### config.mk
export PLATFORM = sky130hd
export DESIGN_NAME = multicycle_controller
export DESIGN_NICKNAME = d
export VERILOG_FILES = /design/src/rtl/multicycle_controller.sv
export SDC_FILE = /design/constraint.sdc
export NUM_CORES = 1
export LEC_CHECK = 0
export CAP_MARGIN = 20
export CORE_ASPECT_RATIO = 1.25
export CORE_UTILIZATION = 40
export CTS_CLUSTER_DIAMETER = 200
export DETAILED_ROUTE_END_ITERATION = 10
export GPL_TIMING_DRIVEN = 0
export PLACE_DENSITY = 0.94
export SLEW_MARGIN = 25
export SYNTH_ARGS = -nofsm -noshare
export SYNTH_HDL_FRONTEND = slang
export SYNTH_SLANG_ARGS = --single-unit
### constraint.sdc
create_clock -name clk -period 3 [get_ports clk]
set_input_delay 0.3 -clock clk [delete_from_list [all_inputs] [get_ports clk]]
set_output_delay 0.3 -clock clk [all_outputs]
set_load 0.005 [all_outputs]
### src/rtl/multicycle_controller.sv
// Multi-cycle MIPS control FSM: sequences fetch/decode/execute/memory/writeback over a shared memory.
// Optional build macro ILLEGAL_OP_HALT_EN makes an illegal opcode halt the controller until reset.
module multicycle_controller #(
    parameter int ALU_W = 3
) (
    input  logic             clk,
    input  logic             rst,
    input  logic [5:0]       opcode,
    input  logic [5:0]       func,
    input  logic             zero,
    input  logic             mem_ready,
    output logic             pc_load,
    output logic             i_or_d,
    output logic             mem_read,
    output logic             mem_write,
    output logic             ir_write,
    output logic             mdr_write,
    output logic             reg_write,
    output logic [1:0]       reg_dst,
    output logic [1:0]       mem_to_reg,
    output logic             alu_src_a,
    output logic [1:0]       alu_src_b,
    output logic [ALU_W-1:0] alu_cntrl,
    output logic [1:0]       pc_src,
    output logic             instr_done,
    output logic [3:0]       dbg_state
);

    typedef enum logic [3:0] {
        S_FETCH   = 4'd0,
        S_DECODE  = 4'd1,
        S_R_EXEC  = 4'd2,
        S_R_WB    = 4'd3,
        S_ADDR    = 4'd4,
        S_MEM_RD  = 4'd5,
        S_LW_WB   = 4'd6,
        S_MEM_WR  = 4'd7,
        S_BRANCH  = 4'd8,
        S_I_EXEC  = 4'd9,
        S_I_WB    = 4'd10,
        S_JUMP    = 4'd11,
        S_JAL     = 4'd12,
        S_JR      = 4'd13,
        S_ILLEGAL = 4'd14
    } state_t;

    localparam logic [5:0] OP_RTYPE = 6'b000000;
    localparam logic [5:0] OP_LW    = 6'b100011;
    localparam logic [5:0] OP_SW    = 6'b101011;
    localparam logic [5:0] OP_BEQ   = 6'b000100;
    localparam logic [5:0] OP_BNE   = 6'b000101;
    localparam logic [5:0] OP_ADDI  = 6'b001000;
    localparam logic [5:0] OP_SLTI  = 6'b001010;
    localparam logic [5:0] OP_J     = 6'b000010;
    localparam logic [5:0] OP_JAL   = 6'b000011;

    localparam logic [5:0] FN_JR    = 6'b001000;
    localparam logic [5:0] FN_ADD   = 6'b100000;
    localparam logic [5:0] FN_SUB   = 6'b100010;
    localparam logic [5:0] FN_AND   = 6'b100100;
    localparam logic [5:0] FN_OR    = 6'b100101;
    localparam logic [5:0] FN_SLT   = 6'b101010;

    localparam logic [ALU_W-1:0] ALU_AND = ALU_W'(3'b000);
    localparam logic [ALU_W-1:0] ALU_OR  = ALU_W'(3'b001);
    localparam logic [ALU_W-1:0] ALU_ADD = ALU_W'(3'b010);
    localparam logic [ALU_W-1:0] ALU_SUB = ALU_W'(3'b110);
    localparam logic [ALU_W-1:0] ALU_SLT = ALU_W'(3'b111);

    state_t state;

    // Memory handshake: a request (mem_read/mem_write) stays asserted while the FSM
    // holds its state; the access completes in the cycle mem_ready is sampled high.
    always_ff @(posedge clk or posedge rst) begin
        if (rst) begin
            state <= S_FETCH;
        end else begin
            case (state)
                S_FETCH:  if (mem_ready) state <= S_DECODE;
                S_DECODE: begin
                    case (opcode)
                        OP_RTYPE:        state <= (func == FN_JR) ? S_JR : S_R_EXEC;
                        OP_LW, OP_SW:    state <= S_ADDR;
                        OP_BEQ, OP_BNE:  state <= S_BRANCH;
                        OP_ADDI, OP_SLTI: state <= S_I_EXEC;
                        OP_J:            state <= S_JUMP;
                        OP_JAL:          state <= S_JAL;
                        default:         state <= S_ILLEGAL;
                    endcase
                end
                S_R_EXEC: state <= S_R_WB;
                S_ADDR:   state <= (opcode == OP_LW) ? S_MEM_RD : S_MEM_WR;
                S_MEM_RD: if (mem_ready) state <= S_LW_WB;
                S_MEM_WR: if (mem_ready) state <= S_FETCH;
                S_I_EXEC: state <= S_I_WB;
`ifdef ILLEGAL_OP_HALT_EN
                S_ILLEGAL: state <= S_ILLEGAL;
`else
                S_ILLEGAL: state <= S_FETCH;
`endif
                default:  state <= S_FETCH;
            endcase
        end
    end

    assign dbg_state = state;

    always_comb begin
        pc_load    = 1'b0;
        i_or_d     = 1'b0;
        mem_read   = 1'b0;
        mem_write  = 1'b0;
        ir_write   = 1'b0;
        mdr_write  = 1'b0;
        reg_write  = 1'b0;
        reg_dst    = 2'b00;
        mem_to_reg = 2'b00;
        alu_src_a  = 1'b0;
        alu_src_b  = 2'b00;
        alu_cntrl  = ALU_ADD;
        pc_src     = 2'b00;
        instr_done = 1'b0;

        case (state)
            S_FETCH: begin
                mem_read  = 1'b1;
                alu_src_b = 2'b01;
                ir_write  = mem_ready;
                pc_load   = mem_ready;
            end
            S_DECODE: begin
                alu_src_b = 2'b11;
            end
            S_R_EXEC: begin
                alu_src_a = 1'b1;
                case (func)
                    FN_SUB:  alu_cntrl = ALU_SUB;
                    FN_AND:  alu_cntrl = ALU_AND;
                    FN_OR:   alu_cntrl = ALU_OR;
                    FN_SLT:  alu_cntrl = ALU_SLT;
                    FN_ADD:  alu_cntrl = ALU_ADD;
                    default: alu_cntrl = ALU_ADD;
                endcase
            end
            S_R_WB: begin
                reg_write  = 1'b1;
                reg_dst    = 2'b01;
                instr_done = 1'b1;
            end
            S_ADDR: begin
                alu_src_a = 1'b1;
                alu_src_b = 2'b10;
            end
            S_MEM_RD: begin
                mem_read  = 1'b1;
                i_or_d    = 1'b1;
                mdr_write = mem_ready;
            end
            S_LW_WB: begin
                reg_write  = 1'b1;
                mem_to_reg = 2'b01;
                instr_done = 1'b1;
            end
            S_MEM_WR: begin
                mem_write  = 1'b1;
                i_or_d     = 1'b1;
                instr_done = mem_ready;
            end
            S_BRANCH: begin
                alu_src_a  = 1'b1;
                alu_cntrl  = ALU_SUB;
                pc_src     = 2'b01;
                pc_load    = (opcode == OP_BNE) ? !zero : zero;
                instr_done = 1'b1;
            end
            S_I_EXEC: begin
                alu_src_a = 1'b1;
                alu_src_b = 2'b10;
                alu_cntrl = (opcode == OP_SLTI) ? ALU_SLT : ALU_ADD;
            end
            S_I_WB: begin
                reg_write  = 1'b1;
                instr_done = 1'b1;
            end
            S_JUMP: begin
                pc_src     = 2'b10;
                pc_load    = 1'b1;
                instr_done = 1'b1;
            end
            S_JAL: begin
                pc_src     = 2'b10;
                pc_load    = 1'b1;
                reg_write  = 1'b1;
                reg_dst    = 2'b10;
                mem_to_reg = 2'b10;
                instr_done = 1'b1;
            end
            S_JR: begin
                pc_src     = 2'b11;
                pc_load    = 1'b1;
                instr_done = 1'b1;
            end
`ifdef ILLEGAL_OP_HALT_EN
            S_ILLEGAL: begin
                instr_done = 1'b0;
            end
`else
            S_ILLEGAL: begin
                instr_done = 1'b1;
            end
`endif
            default: begin
                instr_done = 1'b0;
            end
        endcase

        // Reset wins immediately: the abandoned instruction must not write anything.
        if (rst) begin
            pc_load    = 1'b0;
            ir_write   = 1'b0;
            mdr_write  = 1'b0;
            reg_write  = 1'b0;
            mem_write  = 1'b0;
            instr_done = 1'b0;
        end
    end

endmodule

### After elaboration in Yosys (flattened, before gate mapping)

Cells that the tools add are included.

| storage, ports and cells | value |
|---|---|
| logic and storage cells | 76 |
| memory bits (writable) | 0 |
| input bits | 16 |
| output and inout bits | 24 |
| bits in registers | 4 |
| latch bits | 0 |
| memory bits (read-only) | 0 |
| memories kept | 0 |

| cells by class | value |
|---|---|
| div/mod/pow operators | 0 |
| reduce and logical (&&, ||, !) cells | 15 |
| shift-type cells | 0 |
| $add $sub $neg | 0 |
| multipliers | 0 |
| bitwise gates (word level) | 0 |
| eq/ne operators | 30 |
| muxes and demuxes | 30 |
| magnitude comparators | 0 |

Operator list:

| operator | number |
|---|---|
| equality test 6 bit (second input constant) | 6 |
| equality test 4 bit (second input constant) | 7 |
| one-hot mux 4 bit (7 select lines) | 1 |
| one-hot mux 4 bit (6 select lines) | 1 |
| equality test 6 x 4 -> 1 bit (second input constant) | 3 |
| equality test 4 x 3 -> 1 bit (second input constant) | 4 |
| 2-to-1 mux 4 bit | 4 |
| 2-to-1 mux 1 bit | 14 |
| OR reduction 2 bit | 7 |
| equality test 6 x 2 -> 1 bit (second input constant) | 2 |
| equality test 6 x 3 -> 1 bit (second input constant) | 2 |
| one-hot mux 2 bit (3 select lines) | 2 |
| one-hot mux 3 bit (4 select lines) | 1 |
| one-hot mux 3 bit (3 select lines) | 1 |
| equality test 4 x 2 -> 1 bit (second input constant) | 2 |
| one-hot mux 2 bit (2 select lines) | 2 |
| OR reduction 4 bit | 2 |
| OR reduction 8 bit | 1 |
| zero test 6 bit | 1 |
| != test 2 bit (second input constant) | 3 |
| equality test 4 x 1 -> 1 bit (second input constant) | 1 |
| zero test 4 bit | 1 |
| 2-to-1 mux 3 bit | 1 |
| one-hot mux 1 bit (3 select lines) | 1 |
| other kinds (5) | 5 |

### Depth between registers and ports, before layout

| depth | value |
|---|---|
| word-level depth | 4 |
| depth in mapped cells | 6 |
| gate-level depth less buffers | 5 |

### Worst setup path after synthesis

No wires, ideal clock.

| path | value |
|---|---|
| kind | register to output |
| start point | reg state[2] (netlist: dbg_state[2]) |
| end point | out pc_load |
| stages on the path, launching flop included | 6 |
| required time | 2.700 ns |
| arrival | 1.309 ns |
| slack | 1.391 ns |
| cell sequence | dfrtp_1 > clkbuf_1 > or2_2 > nor2_1 > a31oi_1 > a21oi_1 |

| between the ends | value |
|---|---|
| longest elaborated chain between the ends | 4 |

RTL lines:

| element | RTL line | text |
|---|---|---|
| from (decl) | 70 | `state_t state;` |
| from (signal assigned) | 82 | `OP_RTYPE: state <= (func == FN_JR) ? S_JR : S_R_EXEC;` |
| from (signal assigned) | 92 | `S_ADDR: state <= (opcode == OP_LW) ? S_MEM_RD : S_MEM_WR;` |
| equality test 4 bit | 124 | `case (state)` |
| OR reduction 3 bit (no source line) | n/a |  |
| one-hot mux 1 bit (3 select lines) * | 124 |  |
| 2-to-1 mux 1 bit * | 218 | `if (rst) begin` |
| to (decl) | 12 | `output logic pc_load,` |

Every way passes the cells marked *; elsewhere a longest branch is shown, timed or not.

### Worst setup path after layout

Same ends and word-level chain as after synthesis.

==> results list <==
- The run finished with clean final reports.
- Hold repair after CTS inserted 0 buffers.
- The worst setup path is launched from a flip-flop.
- Synth Instances: 110
* HPWL after detailed placement: 1870 um
- Net count after synthesis: 126
* Netlist Area Pre-Place: 676 um2
- Worst hold path class: input pin to async pin
- Summing all multi-input logic gate instances after layout gives 527 um2.
- Summed over all cells, the static leakage comes to 0.402 nW.
* Launch instance of the worst register-to-register path: dbg_state[2]
* Data arrival at the endpoint of the critical path: 2.28 ns
* Sequential standard cell area: 100 um2
- Share of async-settable or async-resettable flops after synthesis: 100%
- DR WL/cell: 13.9 um
- Critical path start-end classification: flip-flop to output pin
- The average instance in the mapped netlist occupies 6.14 um2.
- Final non-filler cell total: 170
* Launch point of the critical path: dbg_state[2]
* Area share of the largest cell type after synthesis: 14.8%
- The die is 48.0 um tall.
- After synthesis, the netlist uses 37 different library cells.
* Routability-driven placement congestion ratio: 0.967
- Once the clock tree was built, the setup fixing pass inserted 0 buffers.
* Highest Clock Rate: 388 MHz
* Setup_tns: 0 ns
* DRC errors left: 0
* First-pass DRT Iterations: 4
- Critical-path cell with the highest stage delay: sky130_fd_sc_hd__clkdlybuf4s50_1
* Most common cell after layout, fill and taps aside: sky130_fd_sc_hd__clkdlybuf4s50_1
- Using the TritonRoute via totals, the vias-per-cell ratio works out to 5.95.
- The floorplan has 16 rows.
- The number of failing hold endpoints at the final stage is 0.
- Number of warnings printed during yosys synthesis: 0
- The final critical path takes up 85.9% of the cycle.
* Dominant synthesized flop cell: sky130_fd_sc_hd__dfrtp_1
- Counting flops with a built-in enable in the synthesized netlist gives 0.
* Clk sink count: 4
- Wire length of the first global-routing pass: 3630 um
- Largest net degree at the start of global routing: 11
- Headroom to the max-slew limit came out at 60.2%.
- The layout has 155 filler cells.
* Initial core utilization: 42.7%
- CTS HTree Levels: 1
- Data required time of the worst path: 2.70 ns
- Antenna violations before repair: 0
* Final-stage net count: 170
* Maximum count of clock buffers along a single path: 2
* Antenna Diode Count: 0
- The floorplan step defined a core boundary enclosing 1580 um2.
* Syn-to-layout area delta: 64.4%
* GR Util All Layers: 27.6%
* Cts bufs inserted: 3
- TritonCTS built the clock tree.
- Post-Route WL: 2360 um
- The number of global-route vias before repair came to 877.
- After synthesis the netlist holds a flip-flop and latch count of 4.
- Ratio of total power to cell area: 840 nW/um2
- Traced cell by cell, the critical path runs through clkbuf_1 > or2_2 > nor2_1 > a31oi_1 > a21oi_1 > clkdlybuf4s50_1.
- On the final layout, the worst clock skew is 0.00974 ns.
- Post-CTS resize count: 0
- STA classifies the critical path endpoint as an output pin.
- After global routing the overflow that remains totals 0.
- By area the synthesized netlist is led by sky130_fd_sc_hd__dfrtp_1 15%, sky130_fd_sc_hd__nand2_1 11%, sky130_fd_sc_hd__nor2_1 6.7%.
* Setup repair after global routing missed its margin: no
- Fraction of final layout cells with drive strength greater than 1: 7.24%
* Final setup violation count: 0
- IR analysis of the VDD net gives a maximum drop of 0.362 mV.
- The library cells used most frequently in the layout, excluding fill and tap cells, are 39 x sky130_fd_sc_hd__clkdlybuf4s50_1, 19 x sky130_fd_sc_hd__nand2_1, 12 x sky130_fd_sc_hd__nor2_1, 8 x sky130_fd_sc_hd__a21oi_1, 8 x sky130_fd_sc_hd__nor3_1.
- X dimension of the die: 38.8 um
- 40 I/O pins were placed.
- The register with the most flip-flops in the layout has 4 of them.
* Initial DRC count: 34
- Count of buffers inserted at the top-level ports: 39
- Max-cap violations in this run came to 0.
- Area leader, netlist: sky130_fd_sc_hd__dfrtp_1
- Once detail routing completed, the nets flagged for antenna violations numbered 0.
- For this run, the register share of the synthesized area comes to 14.8%.
- Number of vias in the routed layout: 1012
- The later pin in the worst-skew pair is clocked with a latency of 0.25 ns.
* Worst path max stage delay: 0.53 ns
- Worst Max-Slew Pin Slew: 0.592 ns
- The smallest clock period supported by the final layout is computed as 2.58 ns.
- Cells after DPL: 167
- The tree is rooted in a sky130_fd_sc_hd__clkbuf_4.
* DIE AREA: 1860 um2
- Of all nets on the critical path, the largest fanout is 10.
- Clk pin slew, worst setup/hold paths: 0.04 ns
- Final Max Tran Viols: 0
-- worst max-delay path, delay by kind of cell, from the launching register on --
family                 cells  cell delay [ns]
buffers and inverters      2             0.76
and+or+nand+nor            2             0.58
DFF                        1             0.42
AOI/OAI and AO/OA          2             0.27
-- kinds of logic (layout without fill, tap and decap cells) --
logic type      after synthesis  in the layout  synth area share [%]
buf+inv                      11             53                  7.22
compound gates               26             26                  25.2
xor+xnor                      2              2                  2.59
simple gates                 66             66                  48.5
mux                           1              1                  1.67
flops                         4              4                  14.8
-- final timing paths --
check,endpoint,slack (ns),depth (start not counted)
worst max-delay path,pc_load,0.42,6
worst min-delay path,dbg_state[1],0.41,2
worst max register to register,dbg_state[0],1.43,4
worst min register to register,dbg_state[1],0.87,4
max in group asynchronous,dbg_state[0],2.42,2
min in group clk,dbg_state[1],0.87,4
-- metrics by stage --
stage,total power [mW],area [um2],setup slack (ns),util [%],hold slack [ns]
6_report,0.934,1110,0.422,70.3,0.409
5_1_grt,1.01,1110,0.316,70.3,0.412
4_1_cts,0.920,1110,0.490,70.3,0.418
3_5_place_dp,0.847,1090,0.552,68.8,0.665
3_3_place_gp,0.826,1090,0.539,68.8,0.659
2_1_floorplan,0.502,676,1.39,-,0.0744
-- synth_stat cells, types with 3 or more instances --
master                    count
sky130_fd_sc_hd__nand2_1     19
sky130_fd_sc_hd__nor2_1      12
sky130_fd_sc_hd__a21oi_1      8
sky130_fd_sc_hd__nor3_1       8
sky130_fd_sc_hd__nand3_1      6
sky130_fd_sc_hd__dfrtp_1      4
sky130_fd_sc_hd__nor2b_1      4
sky130_fd_sc_hd__nor4_1       4
sky130_fd_sc_hd__o21ai_0      4
sky130_fd_sc_hd__a31oi_1      3
sky130_fd_sc_hd__buf_2        3
sky130_fd_sc_hd__inv_1        3
-- per-layer routing --
metal	vias to the layer above	GRT usage, %	wire length (um)
li1	493	-	-
met1	461	28.9	922
met2	50	53.0	1260
met3	8	5.12	121
met4	0	11.0	53
met5	-	0	0
-- layout make-up --
cell class                 count  area share (%)
inverter                       4            1.35
timing repair buffer          39            35.1
buffer                         7            3.04
clock buffer                   3            2.03
sequential                     4            9.01
multi-input combinational     95            47.4
tap                           18            2.03
-- power breakdown --
| part | leakage [nW] | switching (mW) | total [mW] | internal [mW] |
|---|---|---|---|---|
| clock network | 0.0138 | 0.0281 | 0.0732 | 0.0451 |
| logic | 0.339 | 0.382 | 0.757 | 0.375 |
| registers | 0.0493 | 0.0217 | 0.103 | 0.0818 |
(Power assumes the default switching activity.)
